`config.mk`:
```
export PLATFORM = sky130hd
export DESIGN_NAME = intdiv_seq_flat
export DESIGN_NICKNAME = d
export VERILOG_FILES = /design/src/rtl/intdiv_seq_pkg.sv /design/src/rtl/intdiv_seq_if.sv /design/src/rtl/intdiv_seq_step.sv /design/src/rtl/intdiv_seq.sv /design/src/flat_wrapper.sv
export SDC_FILE = /design/constraint.sdc
export NUM_CORES = 1
export LEC_CHECK = 0
export BUFFER_PORTS_ARGS = -buffer_cell sky130_fd_sc_hd__buf_2
export CAP_MARGIN = 20
export CORE_ASPECT_RATIO = 1.75
export CORE_MARGIN = 3
export CORE_UTILIZATION = 45
export DETAILED_ROUTE_END_ITERATION = 6
export PLACE_DENSITY_LB_ADDON = 0.15
export REMOVE_ABC_BUFFERS = 1
export SETUP_SLACK_MARGIN = 0.02
export SLEW_MARGIN = 20
export SYNTH_ARGS = -nofsm -noshare
export SYNTH_HDL_FRONTEND = slang
export SYNTH_SLANG_ARGS = --single-unit
```
`constraint.sdc`:
```
create_clock -name clk_i -period 3.05 [get_ports clk_i]
set_clock_uncertainty 0.05 [all_clocks]
set_input_delay 0.305 -clock clk_i [delete_from_list [all_inputs] [get_ports clk_i]]
set_output_delay 0.305 -clock clk_i [all_outputs]
set_load 0.01 [all_outputs]
```
`src/rtl/intdiv_seq_pkg.sv`:
```
// Shared integer-unit types for the bexkat1 execute stage.
// Function codes, divider state encoding and func helpers.
package bexkat1Def;

  typedef enum logic [3:0] {
    INT_ADD, INT_SUB, INT_AND, INT_OR,
    INT_XOR, INT_LSL, INT_LSR, INT_ASR,
    INT_MUL, INT_MULU, INT_DIV, INT_DIVU,
    INT_MOD, INT_MODU, INT_NEG, INT_COM
  } intfunc_t;

  typedef enum logic [1:0] {
    IDLE, CALC, FIX, DONE
  } divstate_t;

  function automatic logic is_divfunc(
    input intfunc_t f
  );
    return (f == INT_DIV) || (f == INT_MOD) ||
           (f == INT_DIVU) || (f == INT_MODU);
  endfunction

  function automatic logic is_signed_div(
    input intfunc_t f
  );
    return (f == INT_DIV) || (f == INT_MOD);
  endfunction

  function automatic logic is_modfunc(
    input intfunc_t f
  );
    return (f == INT_MOD) || (f == INT_MODU);
  endfunction

endpackage

```
`src/rtl/intdiv_seq_if.sv`:
```
// Request/response bundle between the execute stage
// and the sequential divider.
interface intdiv_seq_if #(
  parameter int WIDTH = 32
);
  import bexkat1Def::*;

  logic             in_valid;
  logic             in_ready;
  intfunc_t         func;
  logic [WIDTH-1:0] dividend;
  logic [WIDTH-1:0] divisor;
  logic             out_valid;
  logic             out_ready;
  logic [WIDTH-1:0] out;
  logic             dbz;

  modport master (
    output in_valid, func, dividend, divisor,
    output out_ready,
    input  in_ready, out_valid, out, dbz
  );

  modport slave (
    input  in_valid, func, dividend, divisor,
    input  out_ready,
    output in_ready, out_valid, out, dbz
  );

endinterface

```
`src/rtl/intdiv_seq_step.sv`:
```
// One restoring-division iteration: shift {rem,quo}
// left and subtract the divisor if it fits.
module intdiv_step #(
  parameter int WIDTH = 32
) (
  input  logic [WIDTH:0]   rem,
  input  logic [WIDTH-1:0] quo,
  input  logic [WIDTH-1:0] divisor,
  output logic [WIDTH:0]   rem_n,
  output logic [WIDTH-1:0] quo_n
);

  logic [WIDTH+1:0] sh;
  logic [WIDTH+1:0] trial;

  always_comb begin
    sh    = {rem, quo[WIDTH-1]};
    trial = sh - {2'b00, divisor};
    if (!trial[WIDTH+1]) begin
      rem_n = trial[WIDTH:0];
      quo_n = {quo[WIDTH-2:0], 1'b1};
    end else begin
      rem_n = sh[WIDTH:0];
      quo_n = {quo[WIDTH-2:0], 1'b0};
    end
  end

endmodule

```
`src/rtl/intdiv_seq.sv`:
```
// Multi-cycle radix-2 restoring divider for the bexkat1
// execute stage; one quotient bit per cycle.
module intdiv_seq
  import bexkat1Def::*;
#(
  parameter int WIDTH = 32
) (
  input  logic        clk_i,
  input  logic        rst_i,
  input  logic        kill_i,
  intdiv_seq_if.slave bus
);

  localparam int CW = $clog2(WIDTH + 1);

  divstate_t        state, state_n;
  logic [CW-1:0]    count;
  logic [WIDTH:0]   rem, rem_n;
  logic [WIDTH-1:0] quo, quo_n, dvs;
  intfunc_t         func_q;
  logic             neg_q, neg_r;
  logic [WIDTH-1:0] out_q;
  logic             dbz_q;

  logic             accept, is_zero, valid_f;
  logic             a_neg, b_neg;
  logic [WIDTH-1:0] a_abs, b_abs;
  logic [WIDTH-1:0] q_fix, r_fix;

  assign accept  = bus.in_valid & bus.in_ready;
  assign is_zero = (bus.divisor == '0);
  assign valid_f = is_divfunc(bus.func);
  assign a_neg   = is_signed_div(bus.func) & bus.dividend[WIDTH-1];
  assign b_neg   = is_signed_div(bus.func) & bus.divisor[WIDTH-1];
  assign a_abs   = a_neg ? -bus.dividend : bus.dividend;
  assign b_abs   = b_neg ? -bus.divisor : bus.divisor;
  assign q_fix   = neg_q ? -quo : quo;
  assign r_fix   = neg_r ? -rem[WIDTH-1:0] : rem[WIDTH-1:0];

  intdiv_step #(.WIDTH(WIDTH)) u_step (
    .rem     (rem),
    .quo     (quo),
    .divisor (dvs),
    .rem_n   (rem_n),
    .quo_n   (quo_n)
  );

  always_ff @(posedge clk_i) begin
    if (!rst_i) state <= IDLE;
    else        state <= state_n;
  end

  always_comb begin
    state_n = state;
    unique case (state)
      IDLE:
        if (accept)
          state_n = (!valid_f || is_zero) ? DONE : CALC;
      CALC:
        if (count == CW'(1)) state_n = FIX;
      FIX:
        state_n = DONE;
      DONE:
        if (bus.out_ready) state_n = IDLE;
      default:
        state_n = IDLE;
    endcase
    // Flush beats both accept and consume.
    if (kill_i) state_n = IDLE;
  end

  always_ff @(posedge clk_i) begin
    if (!rst_i) begin
      count  <= '0;
      rem    <= '0;
      quo    <= '0;
      dvs    <= '0;
      func_q <= INT_ADD;
      neg_q  <= 1'b0;
      neg_r  <= 1'b0;
      out_q  <= '0;
      dbz_q  <= 1'b0;
    end else begin
      if (accept && !kill_i) begin
        func_q <= bus.func;
        neg_q  <= a_neg ^ b_neg;
        neg_r  <= a_neg;
        rem    <= '0;
        quo    <= a_abs;
        dvs    <= b_abs;
        count  <= CW'(WIDTH);
        if (!valid_f) begin
          out_q <= '0;
          dbz_q <= 1'b0;
        end else if (is_zero) begin
          out_q <= is_modfunc(bus.func) ? bus.dividend : '1;
          dbz_q <= 1'b1;
        end
      end
      if (state == CALC) begin
        rem   <= rem_n;
        quo   <= quo_n;
        count <= count - 1'b1;
      end
      if (state == FIX) begin
        out_q <= is_modfunc(func_q) ? r_fix : q_fix;
        dbz_q <= 1'b0;
      end
    end
  end

  assign bus.in_ready  = (state == IDLE);
  assign bus.out_valid = (state == DONE);
  assign bus.out       = out_q;
  assign bus.dbz       = dbz_q;

endmodule

```
`src/flat_wrapper.sv`:
```
// flat-port wrapper written by rule: the top's interface ports become plain ports
module intdiv_seq_flat import bexkat1Def::*;
#(
  parameter int WIDTH = 32
)
  (clk_i, rst_i, kill_i, bus_in_valid, bus_func, bus_dividend, bus_divisor, bus_out_ready, bus_in_ready, bus_out_valid, bus_out, bus_dbz);
  intdiv_seq_if #(.WIDTH(WIDTH)) bus_i ();
  input  logic clk_i;
  input  logic rst_i;
  input  logic kill_i;
  input wire logic [$bits(bus_i.in_valid)-1:0] bus_in_valid;
  input wire logic [$bits(bus_i.func)-1:0] bus_func;
  input wire logic [$bits(bus_i.dividend)-1:0] bus_dividend;
  input wire logic [$bits(bus_i.divisor)-1:0] bus_divisor;
  input wire logic [$bits(bus_i.out_ready)-1:0] bus_out_ready;
  output wire logic [$bits(bus_i.in_ready)-1:0] bus_in_ready;
  output wire logic [$bits(bus_i.out_valid)-1:0] bus_out_valid;
  output wire logic [$bits(bus_i.out)-1:0] bus_out;
  output wire logic [$bits(bus_i.dbz)-1:0] bus_dbz;
  assign bus_i.in_valid = bus_in_valid;
  assign bus_i.func = bus_func;
  assign bus_i.dividend = bus_dividend;
  assign bus_i.divisor = bus_divisor;
  assign bus_i.out_ready = bus_out_ready;
  assign bus_in_ready = bus_i.in_ready;
  assign bus_out_valid = bus_i.out_valid;
  assign bus_out = bus_i.out;
  assign bus_dbz = bus_i.dbz;
  intdiv_seq #(.WIDTH(WIDTH)) u_core (.clk_i(clk_i), .rst_i(rst_i), .kill_i(kill_i), .bus(bus_i));
endmodule
```
==> results.md, run 1 <==
* Post-Place Cell Area at roughly 12000 um2
* FMAX at 316 MHz
* Top cells by area, synth: dfxtp_1 (27%), xor2_1 (6.4%), o21ai_0 (5.8%)
* Most frequent cells in the layout: buf_4 (175), nand2_1 (159), nor2_1 (152), dfxtp_1 (128), buf_2 (107)
* Via/cell ratio at roughly 5.8
* R2r endpoint: u_core.bus.out[30]$_SDFFE_PN0P_
* Reg power frac at 30.4%
* Final Hold Viols at 0
* Total grt overflow at 0
* Critical Path AT at ~3.5 ns
* Leakage at between 0.005 and 0.006 uW
* Fin crit period at ~3.2 ns
* Mean Syn Cell Area at ~7.4 um2
* Status: complete, but fails checks
* Gr usage total at between 20% and 30%
* Leading area contributor after synthesis: dfxtp_1
* Hold_sp: bus_func[2]
* Sw Share at between 30% and 40%
* GPL Wtd Cong at between 0.9 and 1
* # IOs at around 110
* FP Rows at 73
* Htree depth at 4
* Die area at 25400 um2
* Switch Pwr at 2250 uW
* Commonest non-fill, non-tap cell in the layout: buf_4
* Critical Path Source Type: register
* Ys Warns at 0
* Worst hold path type: in2reg
* Vias in the first global route at 10900
* DR WL/cell at roughly 17 um
* Post-synth top area share at 27.2%
* CP top delay family: simple AND/OR/NAND/NOR gates
* Clk pwr share at between 30% and 40%
* CP dominant cell by count: or4_4
* Clock-pin slew on the worst setup and hold paths at 0.07 ns
* Power Density at around 500 nW/um2
* Post-DP HPWL at around 25000 um
* Number of max-cap violations at 0
* Worst-path fanout max at 4
* Gate Count Post-Synth at 1422
* TritonCTS buffer count at 17
* Final Cycle Share at 104%
* CTS sink count at between 100 and 150
* DR pass1 iterations at 7
* Setup ws final at -0.118 ns
* Synth Cell Area at about 11000 um2
* Final Max Tran Viols at 0
* Crit-path max cell delay at about 0.53 ns
* Failing checks: setup timing
* CP Buf/Inv Count at 1
* Die Span Y at 208 um
* Post-route ant nets at 0
* Root Buffer Master: clkbuf_16
* Yosys cell types at 68
* Hold Path Sink: u_core.func_q[2]$_SDFFE_PN0P_
* RSZ-0062 raised after global routing: yes
* Cell count of the worst reg-to-reg path at 9
* Via Count at between 10000 and 15000
* Post-Place Setup Slack at -0.408 ns
* Crit Path Class: reg2reg
* Slowest CP cell: or4_4
* Final instance area at around 14000 um2
* Later-pin clock latency in the skew report at 0.45 ns
* Critical path, cell by cell: or4_4 -> or4_4 -> or4_4 -> or4_4 -> buf_4 -> o31ai_4 -> xnor2_1 -> nand2_1 -> a41oi_2
* Async S/R FF share, synth at 0%
* Top_reg_cell synth: dfxtp_1
* Layout area overhead at 32.1%
* Worst-Margin Slew at 0.936 ns
* Worst R2R Start: u_core.rem[2]$_SDFFE_PN0P_
* Drt drc at 0
* Hold Slack at 0.0938 ns
* Die W at roughly 120 um
* Largest net degree at the start of global routing at about 90
* Max clock buf depth at 2
* Register area share after synthesis at 27.2%
* Final core utilization at ~61%
* WP data required at between 3 and 4 ns
* Reg2Reg Setup Slack at -0.12 ns
* Layout Nets at approximately 1800
* Internal power at 4680 uW
* Cell count after placement at ~1900
* CTS tree: done
* Final non-filler cell total at 1963
* Initial antenna violation count at 0
* Routed wire length at between 30000 and 40000 um
* Critical path endpoint category: register
* VDD IR-drop max at roughly 0.43 mV
* Min-Delay Path Depth at 3
* Max transition margin at between 30% and 40%
* Comb power frac at about a third
* Final Setup Violations at 5
* Starting Density at ~46%
* I/O Buffers at approximately 110
* Area of the core at roughly 23000 um2
* First-pass GRT wire length at between 50000 and 60000 um
* Share of layout cells above drive strength 1 at a little over a quarter
* DR iter-0 viols at slightly below 800
* Register bit total from synthesis at 143
* Post-synth EDFFs at 0
* Ant. Diodes at 0
repair_timing:
action,CTS,global route
cloned,1,0
pin swaps,14,47
hold buffers,0,0
buffers inserted,5,14
setup endpoints to repair,43,55
resized for setup,28,118
per-layer routing:
| layer | vias up | global-route usage (%) | share of wire (%) |
|---|---|---|---|
| met4 | 0 | 14.5 | 5.1 |
| met3 | 109 | 4.19 | 4.8 |
| met5 | - | 0 | 0 |
| li1 | 5581 | - | - |
| met1 | 5287 | 29.1 | 38 |
| met2 | 395 | 47.5 | 52 |
worst reg2reg max path, stage by stage, from the launching register on:
cell and delay (ns):
dfxtp_4 0.35, or4_4 0.53, or4_4 0.44, or4_4 0.46, or4_4 0.49, buf_4 0.17
o31ai_4 0.21, xnor2_1 0.14, nand2_1 0.08, a41oi_2 0.16
area by class of cell:
cell class                      instances  area (um2)
Clock buffer                           19         443
Timing Repair Buffer                  294        2050
Inverter                               61         231
Multi-Input combinational cell       1134        7710
Fill cell                            2124        8920
Sequential cell                       143        2880
Clock inverter                         12         215
Tap cell                              300         375
registers in the layout (all words and copies together), names as in the netlist:
name	flops
u_core.bus.dbz	1
u_core.dvs	32
u_core.bus.out	32
u_core.quo	32
u_core.rem	33
u_core.count	6
u_core.state	2
u_core.neg_q	1
u_core.func_q	3
u_core.neg_r	1
cells by family (layout without fill, tap and decap cells):
group                      after synthesis  after routing  share of synthesized area [%]
muxes                                   27             27                           2.57
AOI/OAI and AO/OA                      450            450                           27.4
DFF                                    143            143                           27.2
xor gates and xnor gates               142            142                           11.9
adders and majority gates               43             43                           5.18
buffers and inverters                  145            386                           5.20
and+or+nand+nor                        472            472                           20.6
stage by stage:
stage	setup TNS (ns)	power (uW)
finish	-0.381	6930
detailed placement	-9.90	4210
global route	-1.44	7260
CTS	-0.440	6720
floorplan	-453.90	3440
global placement	-8.36	4190
Yosys cell counts, types with 22 or more instances:
library cell	n
nand2_1	160
nor2_1	154
dfxtp_1	143
o21ai_0	122
a21oi_1	108
xor2_1	77
clkbuf_1	76
xnor2_1	64
inv_1	60
a211oi_1	50
ha_1	42
o31ai_1	30
mux2i_1	27
nor3_1	26
a31oi_1	22
or3_1	22
power groups by stage:
stage	Clock (uW)	Sequential [uW]	Combinational, uW
after floorplan	0	2140	1300
after global placement	0	2130	2060
after detailed placement	0	2140	2080
after CTS	2410	2100	2210
after global routing	2480	2120	2660
final	2380	2110	2450
how the worst max path moves through the flow:
stage,startpoint,to,slack [ns],cells after the start
after detailed placement,bus_dividend[1],u_core.quo[27]$_SDFFE_PN0P_,-0.41,10
final,u_core.rem[2]$_SDFFE_PN0P_,u_core.bus.out[30]$_SDFFE_PN0P_,-0.12,9
after CTS,u_core.rem[2]$_SDFFE_PN0P_,u_core.bus.out[25]$_SDFFE_PN0P_,-0.14,9
after floorplan,u_core.state[0]$_SDFFE_PP0P_,u_core.bus.out[12]$_SDFFE_PN0P_,-4.52,7
after global routing,u_core.rem[2]$_SDFFE_PN0P_,u_core.bus.out[30]$_SDFFE_PN0P_,-0.19,9
after global placement,bus_dividend[1],u_core.quo[27]$_SDFFE_PN0P_,-0.39,10
Power figures use the tool's default switching activity.
==> run 2: changes to the inputs <==
--- a/config.mk
+++ b/config.mk
@@ -5,6 +5,7 @@
 export SDC_FILE = /design/constraint.sdc
 export NUM_CORES = 1
 export LEC_CHECK = 0
+export ABC_AREA = 1
 export BUFFER_PORTS_ARGS = -buffer_cell sky130_fd_sc_hd__buf_2
 export CAP_MARGIN = 20
 export CORE_ASPECT_RATIO = 1.75
==> run 2 against run 1 <==
Worst hold slack got worse by 0.028 ns. Non-clock buffer count decreased by 163. Highest routed layer unchanged. The run now ends clean. Core utilization decreased by 11 points. Largest cell class unchanged. Largest power group unchanged. Area after synthesis increased by 26%. Wire length increased by 29%. Clock power decreased by 17%. Critical endpoint is now u_core.rem[31]$_SDFFE_PN0P_. Clock-buffer cell count increased by 2. Total power increased by 15%.
==> results.md, run 2 <==
* Worst-Margin Slew at 0.804 ns
* Register area share after synthesis at a little over a fifth
* Crit Path Class: reg2reg
* RSZ-0062 raised after global routing: no
* Final instance area at between 10000 and 15000 um2
* Via/cell ratio at 5.34
* Leakage at roughly 0.0072 uW
* Starting Density at 46.0%
* Die Span Y at around 230 um
* Post-CTS Hold Buffers at 0
* Critical path, cell by cell: ha_1 -> a21oi_1 -> nor2_1 -> o21ai_1 -> nand3_1 -> nor2_4 -> nand2_4 -> nand2_4 -> nand3_1 -> nand3_1 -> a21oi_2
* FMAX at roughly 360 MHz
* Fin crit period at 2.81 ns
* Post-synth top area share at 21.6%
* FP Rows at slightly above 80
* First-pass GRT wire length at roughly 70000 um
* Worst hold path type: in2reg
* Final core utilization at around half
* Max reg flops at 33
* GPL Wtd Cong at between 0.9 and 1
* Routed wire length at roughly 44000 um
* # IOs at around 110
* CP Buf/Inv Count at 0
* Largest net degree at the start of global routing at 53
* Most common cell in the netlist: nand2_1
* CP dominant cell by count: nand3_1
* Ys Warns at 0
* Post-route ant nets at 0
* Leading area contributor after synthesis: dfxtp_1
* Drt drc at 0
* Critical Path AT at around 3.1 ns
* Reg with most FFs: u_core.rem
* Top post-synthesis cells by count: nand2_1 (618), inv_1 (332), nand3_1 (195)
* Most frequent cells in the layout: nand2_1 (618), inv_1 (332), nand3_1 (195), nor2_1 (169), dfxtp_1 (143)
* Post-CTS setup buffer count at 0
* WP data required at around 3.3 ns
* CTS sink count at between 100 and 150
* Crit-path max cell delay at between 0.4 and 0.5 ns
* Commonest non-fill, non-tap cell in the layout: nand2_1
* Gate Count Post-Synth at roughly 2200
* Async S/R FF share, synth at 0%
* Post-DP HPWL at 34900 um
* Max clock buf depth at 2
* Total grt overflow at 0
* Root Buffer Master: clkbuf_16
* Top_reg_cell synth: dfxtp_1
* Gr usage total at 28.0%
* Critical path endpoint category: register
* Mean Syn Cell Area at a little under 6 um2
* Power Density at 550 nW/um2
* Layout area overhead at 9.61%
* Status: finished, final reports clean
* Final Setup Violations at 0
* Post-Place Cell Area at 14000 um2
* TritonCTS buffer count at 17
* Worst-path fanout max at 33
* Max transition margin at between 40% and 50%
* Critical Path Source Type: register
* Ant. Diodes at 0
* Die area at about 32000 um2
* Clock-pin slew on the worst setup and hold paths at 0.06 ns
* I/O Buffers at between 100 and 150
* Number of max-cap violations at 0
* Register bit total from synthesis at ~140
* Slowest CP cell: dfxtp_1
* Area of the core at ~29000 um2
* Vias in the first global route at roughly 14000
* Die W at ~140 um
* Resize count post-CTS at 0
* Share of layout cells above drive strength 1 at between 10% and 20%
* Synth Cell Area at roughly 13000 um2
* Top cells by area, synth: dfxtp_1 (22%), nand2_1 (17%), inv_1 (9.4%)
* Yosys cell types at 47
* Later-pin clock latency in the skew report at 0.46 ns
* DR iter-0 viols at ~800
* DR WL/cell at 16.4 um
* CTS tree: done
* Final Cycle Share at between 90% and 100%
* Htree depth at 4
* CP top delay family: simple AND/OR/NAND/NOR gates
* Post-synth EDFFs at 0
* Initial antenna violation count at 0
* Via Count at about 14000
* VDD IR-drop max at a little under 0.5 mV
* Final Max Tran Viols at 0
* Layout Nets at between 2000 and 2500
* Final Hold Viols at 0
* DR pass1 iterations at 5
-- run 2: area by class of cell --
| cell class | instances | area (um2) |
|---|---|---|
| Clock buffer | 21 | 450 |
| Multi-Input combinational cell | 1636 | 8600 |
| Sequential cell | 143 | 2860 |
| Timing Repair Buffer | 131 | 728 |
| Tap cell | 378 | 473 |
| Inverter | 357 | 1340 |
| Clock inverter | 9 | 70.1 |
| Fill cell | 3148 | 14300 |
-- run 2: worst reg2reg max path: cells and delay by family, from the launching register on --
kind,cells,cell delay (ns)
AND/OR/NAND/NOR,7,1.33
AO/OA/AOI/OAI,3,0.47
flip-flops,1,0.47
adder cells (fa/ha/maj),1,0.37
-- run 2: kinds of logic after synthesis --
logic type,Yosys count,share of synthesized area [%]
AO/OA/AOI/OAI,357,15.1
flip-flops,143,21.6
buffers and inverters,442,13.6
XOR/XNOR,60,3.96
AND/OR/NAND/NOR,1176,41.6
adder cells (fa/ha/maj),43,4.12
-- run 2: path summary, 6_finish.rpt --
path | startpoint | to | slack [ns] | cells past startpoint
worst min register to register | u_core.dvs[31]$_SDFFE_PN0P_ | u_core.dvs[31]$_SDFFE_PN0P_ | 0.41 | 2
worst max register to register | u_core.rem[25]$_SDFFE_PN0P_ | u_core.rem[31]$_SDFFE_PN0P_ | 0.24 | 11
worst min-delay path | bus_func[2] | u_core.func_q[2]$_SDFFE_PN0P_ | 0.07 | 3
worst max-delay path | u_core.rem[25]$_SDFFE_PN0P_ | u_core.rem[31]$_SDFFE_PN0P_ | 0.24 | 11
-- run 2: stage by stage --
step | TNS, ns | power [uW] | cells | setup slack, ns | hold slack, ns
after floorplan | -37.67 | 4950 | 2136 | -1.14 | 0.353
after global placement | 0 | 5980 | 2645 | 0.260 | 0.406
after detailed placement | 0 | 6020 | 2645 | 0.258 | 0.406
after CTS | 0 | 8000 | 2675 | 0.245 | 0.0565
after global routing | 0 | 8530 | 2675 | 0.0417 | 0.0797
final | 0 | 7990 | 2675 | 0.241 | 0.0657
-- run 2: power by group --
group | switching (uW) | internal (uW)
Clock | 848 | 1120
Combinational | 2660 | 1220
Sequential | 132 | 2010
-- run 2: layer usage --
layer,vias up,track usage (%),share of wire [%]
li1,7258,-,-
met1,6512,29.2,38
met2,383,53.0,53
met3,131,3.53,3.6
met4,0,15.6,5.9
met5,-,0,0
==> run 3: changes to the inputs <==
--- a/config.mk
+++ b/config.mk
@@ -13,7 +13,6 @@
 export CORE_UTILIZATION = 45
 export DETAILED_ROUTE_END_ITERATION = 6
 export PLACE_DENSITY_LB_ADDON = 0.15
-export REMOVE_ABC_BUFFERS = 1
 export SETUP_SLACK_MARGIN = 0.02
 export SLEW_MARGIN = 20
 export SYNTH_ARGS = -nofsm -noshare
==> run 3 against run 2 <==
Clock power increased by 14%. First-iteration DRC count up 11%. Cell count grew 0.19%. Total power is 3.4% higher. Worst hold slack gained 0.0072 ns. Die area did not move. Critical path depth is the same. Flip-flop and latch count did not move. Cell area rose by 0.71%. Wire length rose by 4.4%.
==> results.md, run 3 (synthesized netlist as in run 2, its figures left out) <==
* Post-CTS Hold Buffers at 0
* Die W at 136 um
* Final Setup Violations at 0
* Leakage at between 0.007 and 0.008 uW
* Fillers at a little over 3000
* Max reg flops at 33
* CTS sink count at 143
* Worst hold path type: in2reg
* Met1 Use GR at 30.7%
* R2r endpoint: u_core.rem[0]$_SDFFE_PN0P_
* Reg2Reg Setup Slack at 0.35 ns
* First-pass GRT wire length at 72900 um
* Synthesized Nets at 2337
* Post-DP HPWL at 36700 um
* Number of max-cap violations at 0
* Share of layout cells above drive strength 1 at approximately 15%
* Largest net degree at the start of global routing at 58
* Layer carrying the most global-route usage: met2
* GPL Wtd Cong at approximately 0.94
* Htree depth at 4
* FMAX at 370 MHz
* Reg with most FFs: u_core.rem
* Post-Place Setup Slack at 0.392 ns
* Later-pin clock latency in the skew report at 0.46 ns
* Hold Path Sink: u_core.func_q[3]$_SDFFE_PN0P_
* Ant. Diodes at 0
* Initial antenna violation count at 0
* Gr usage total at between 20 and 30%
* I/O Buffers at between 100 and 150
* DR pass1 iterations at 6
* Min-Delay Path Depth at 3
* Starting Density at 46.0%
* Status: finished, final reports clean
* Final Max Tran Viols at 0
* Final Cycle Share at 88.6%
* Critical path endpoint category: register
* Met2 GRT Util at between 50 and 60%
* Die area at 31600 um2
* Layout area overhead at 10.4%
* Critical Path Source Type: register
* DR iter-0 viols at ~890
* Total grt overflow at 0
* Crit Path Class: reg2reg
* TritonCTS buffer count at 17
* Commonest non-fill, non-tap cell in the layout: nand2_1
* DR WL/cell at ~17 um
* Worst-path fanout max at 33
* Post-CTS setup buffer count at 0
* M3 GR Usage at between 3 and 4%
* Post-route ant nets at 0
* Area of the core at between 20000 and 30000 um2
* Cell count of the worst reg-to-reg path at 11
* Clock-pin slew on the worst setup and hold paths at around 0.070 ns
* Die Span Y at around 230 um
* Max clock buf depth at 2
* FP Rows at 82
* Most frequent cells in the layout: nand2_1 (618), inv_1 (332), nand3_1 (195), nor2_1 (169), dfxtp_1 (143)
* Setup ws final at around 0.35 ns
* VDD IR-drop max at between 0.4 and 0.5 mV
* WP data required at around 3.3 ns
* Via/cell ratio at approximately 5.3
* Resize count post-CTS at 0
* Vias in the first global route at 13900
* Fin crit period at about 2.7 ns
* Power Density at ~560 nW/um2
* Worst-Margin Slew at slightly above 0.8 ns
* Routed wire length at 45900 um
* Total Negative Setup Slacks at 0 ns
* Via Count at approximately 14000
* Drt drc at 0
* CTS tree: done
* Worst R2R Start: u_core.rem[25]$_SDFFE_PN0P_
* # IOs at 108
* RSZ-0062 raised after global routing: no
* Layout Nets at 2406
* Hold_sp: bus_func[3]
* Root Buffer Master: clkbuf_16
* Critical Path AT at slightly below 3 ns
* Final Hold Viols at 0
* Max transition margin at between 40% and 50%
==> run 3: cell types whose count changed in the layout (fill, tap and decap cells not counted) <==
cell,before,now
buf_4,23,28
buf_12,1,0
clkbuf_1,3,1
clkinv_2,9,4
clkbuf_8,1,3
clkinvlp_4,0,3
bufinv_16,1,3
clkinv_4,0,1
==> run 3: power breakdown <==
group	internal (uW)	switching, uW
Combinational	1210	2660
Sequential	2010	131
Clock	1340	898
==> run 3: layout make-up <==
| class | count | area [um2] | share of cell area (%) |
|---|---|---|---|
| Multi-Input combinational cell | 1636 | 8600 | 58.8 |
| Timing Repair Buffer | 135 | 746 | 5.10 |
| Inverter | 357 | 1340 | 9.17 |
| Sequential cell | 143 | 2860 | 19.6 |
| Clock inverter | 10 | 136 | 0.932 |
| Clock buffer | 21 | 470 | 3.21 |
| Tap cell | 378 | 473 | 3.23 |
==> run 3: worst max-delay path by stage <==
| stage | start | end | slack [ns] | cells after the start |
|---|---|---|---|---|
| 2_1_floorplan | u_core.quo[31]$_SDFFE_PN0P_ | u_core.rem[24]$_SDFFE_PN0P_ | 1.03 | 16 |
| 3_3_place_gp | u_core.rem[25]$_SDFFE_PN0P_ | u_core.rem[2]$_SDFFE_PN0P_ | 0.41 | 11 |
| 3_5_place_dp | u_core.dvs[12]$_SDFFE_PN0P_ | u_core.rem[31]$_SDFFE_PN0P_ | 0.39 | 14 |
| 4_1_cts | u_core.dvs[12]$_SDFFE_PN0P_ | u_core.rem[31]$_SDFFE_PN0P_ | 0.39 | 14 |
| 5_1_grt | u_core.rem[25]$_SDFFE_PN0P_ | u_core.rem[2]$_SDFFE_PN0P_ | 0.13 | 11 |
| 6_report | u_core.rem[25]$_SDFFE_PN0P_ | u_core.rem[0]$_SDFFE_PN0P_ | 0.35 | 11 |
==> run 3: critical path, stage by stage (launching register included) <==
cell	delay, ns
dfxtp_1	0.44
ha_1	0.33
a21oi_1	0.22
nor2_1	0.08
o21ai_1	0.13
nand3_1	0.19
nor2_4	0.24
nand2_4	0.10
nand2_4	0.42
nand3_1	0.15
nand3_1	0.13
a21oi_2	0.06
==> run 3: per-layer routing <==
metal / up-vias / part of all wire, %
li1: 7290 / -
met1: 6425 / 37
met2: 392 / 52
met3: 140 / 3.4
met4: 0 / 7.6
met5: - / 0
==> run 3: metrics by stage <==
step                power, uW  utilization, %  cells  hold slack [ns]  cell area (um2)
floorplan                5110               -   2221            0.386            13300
global placement         6020            48.7   2649            0.402            14000
detailed placement       6040            48.7   2649            0.408            14000
CTS                      8290            50.8   2680           0.0552            14600
global route             8830            50.8   2680           0.0937            14600
finish                   8260            50.8   2680           0.0730            14600
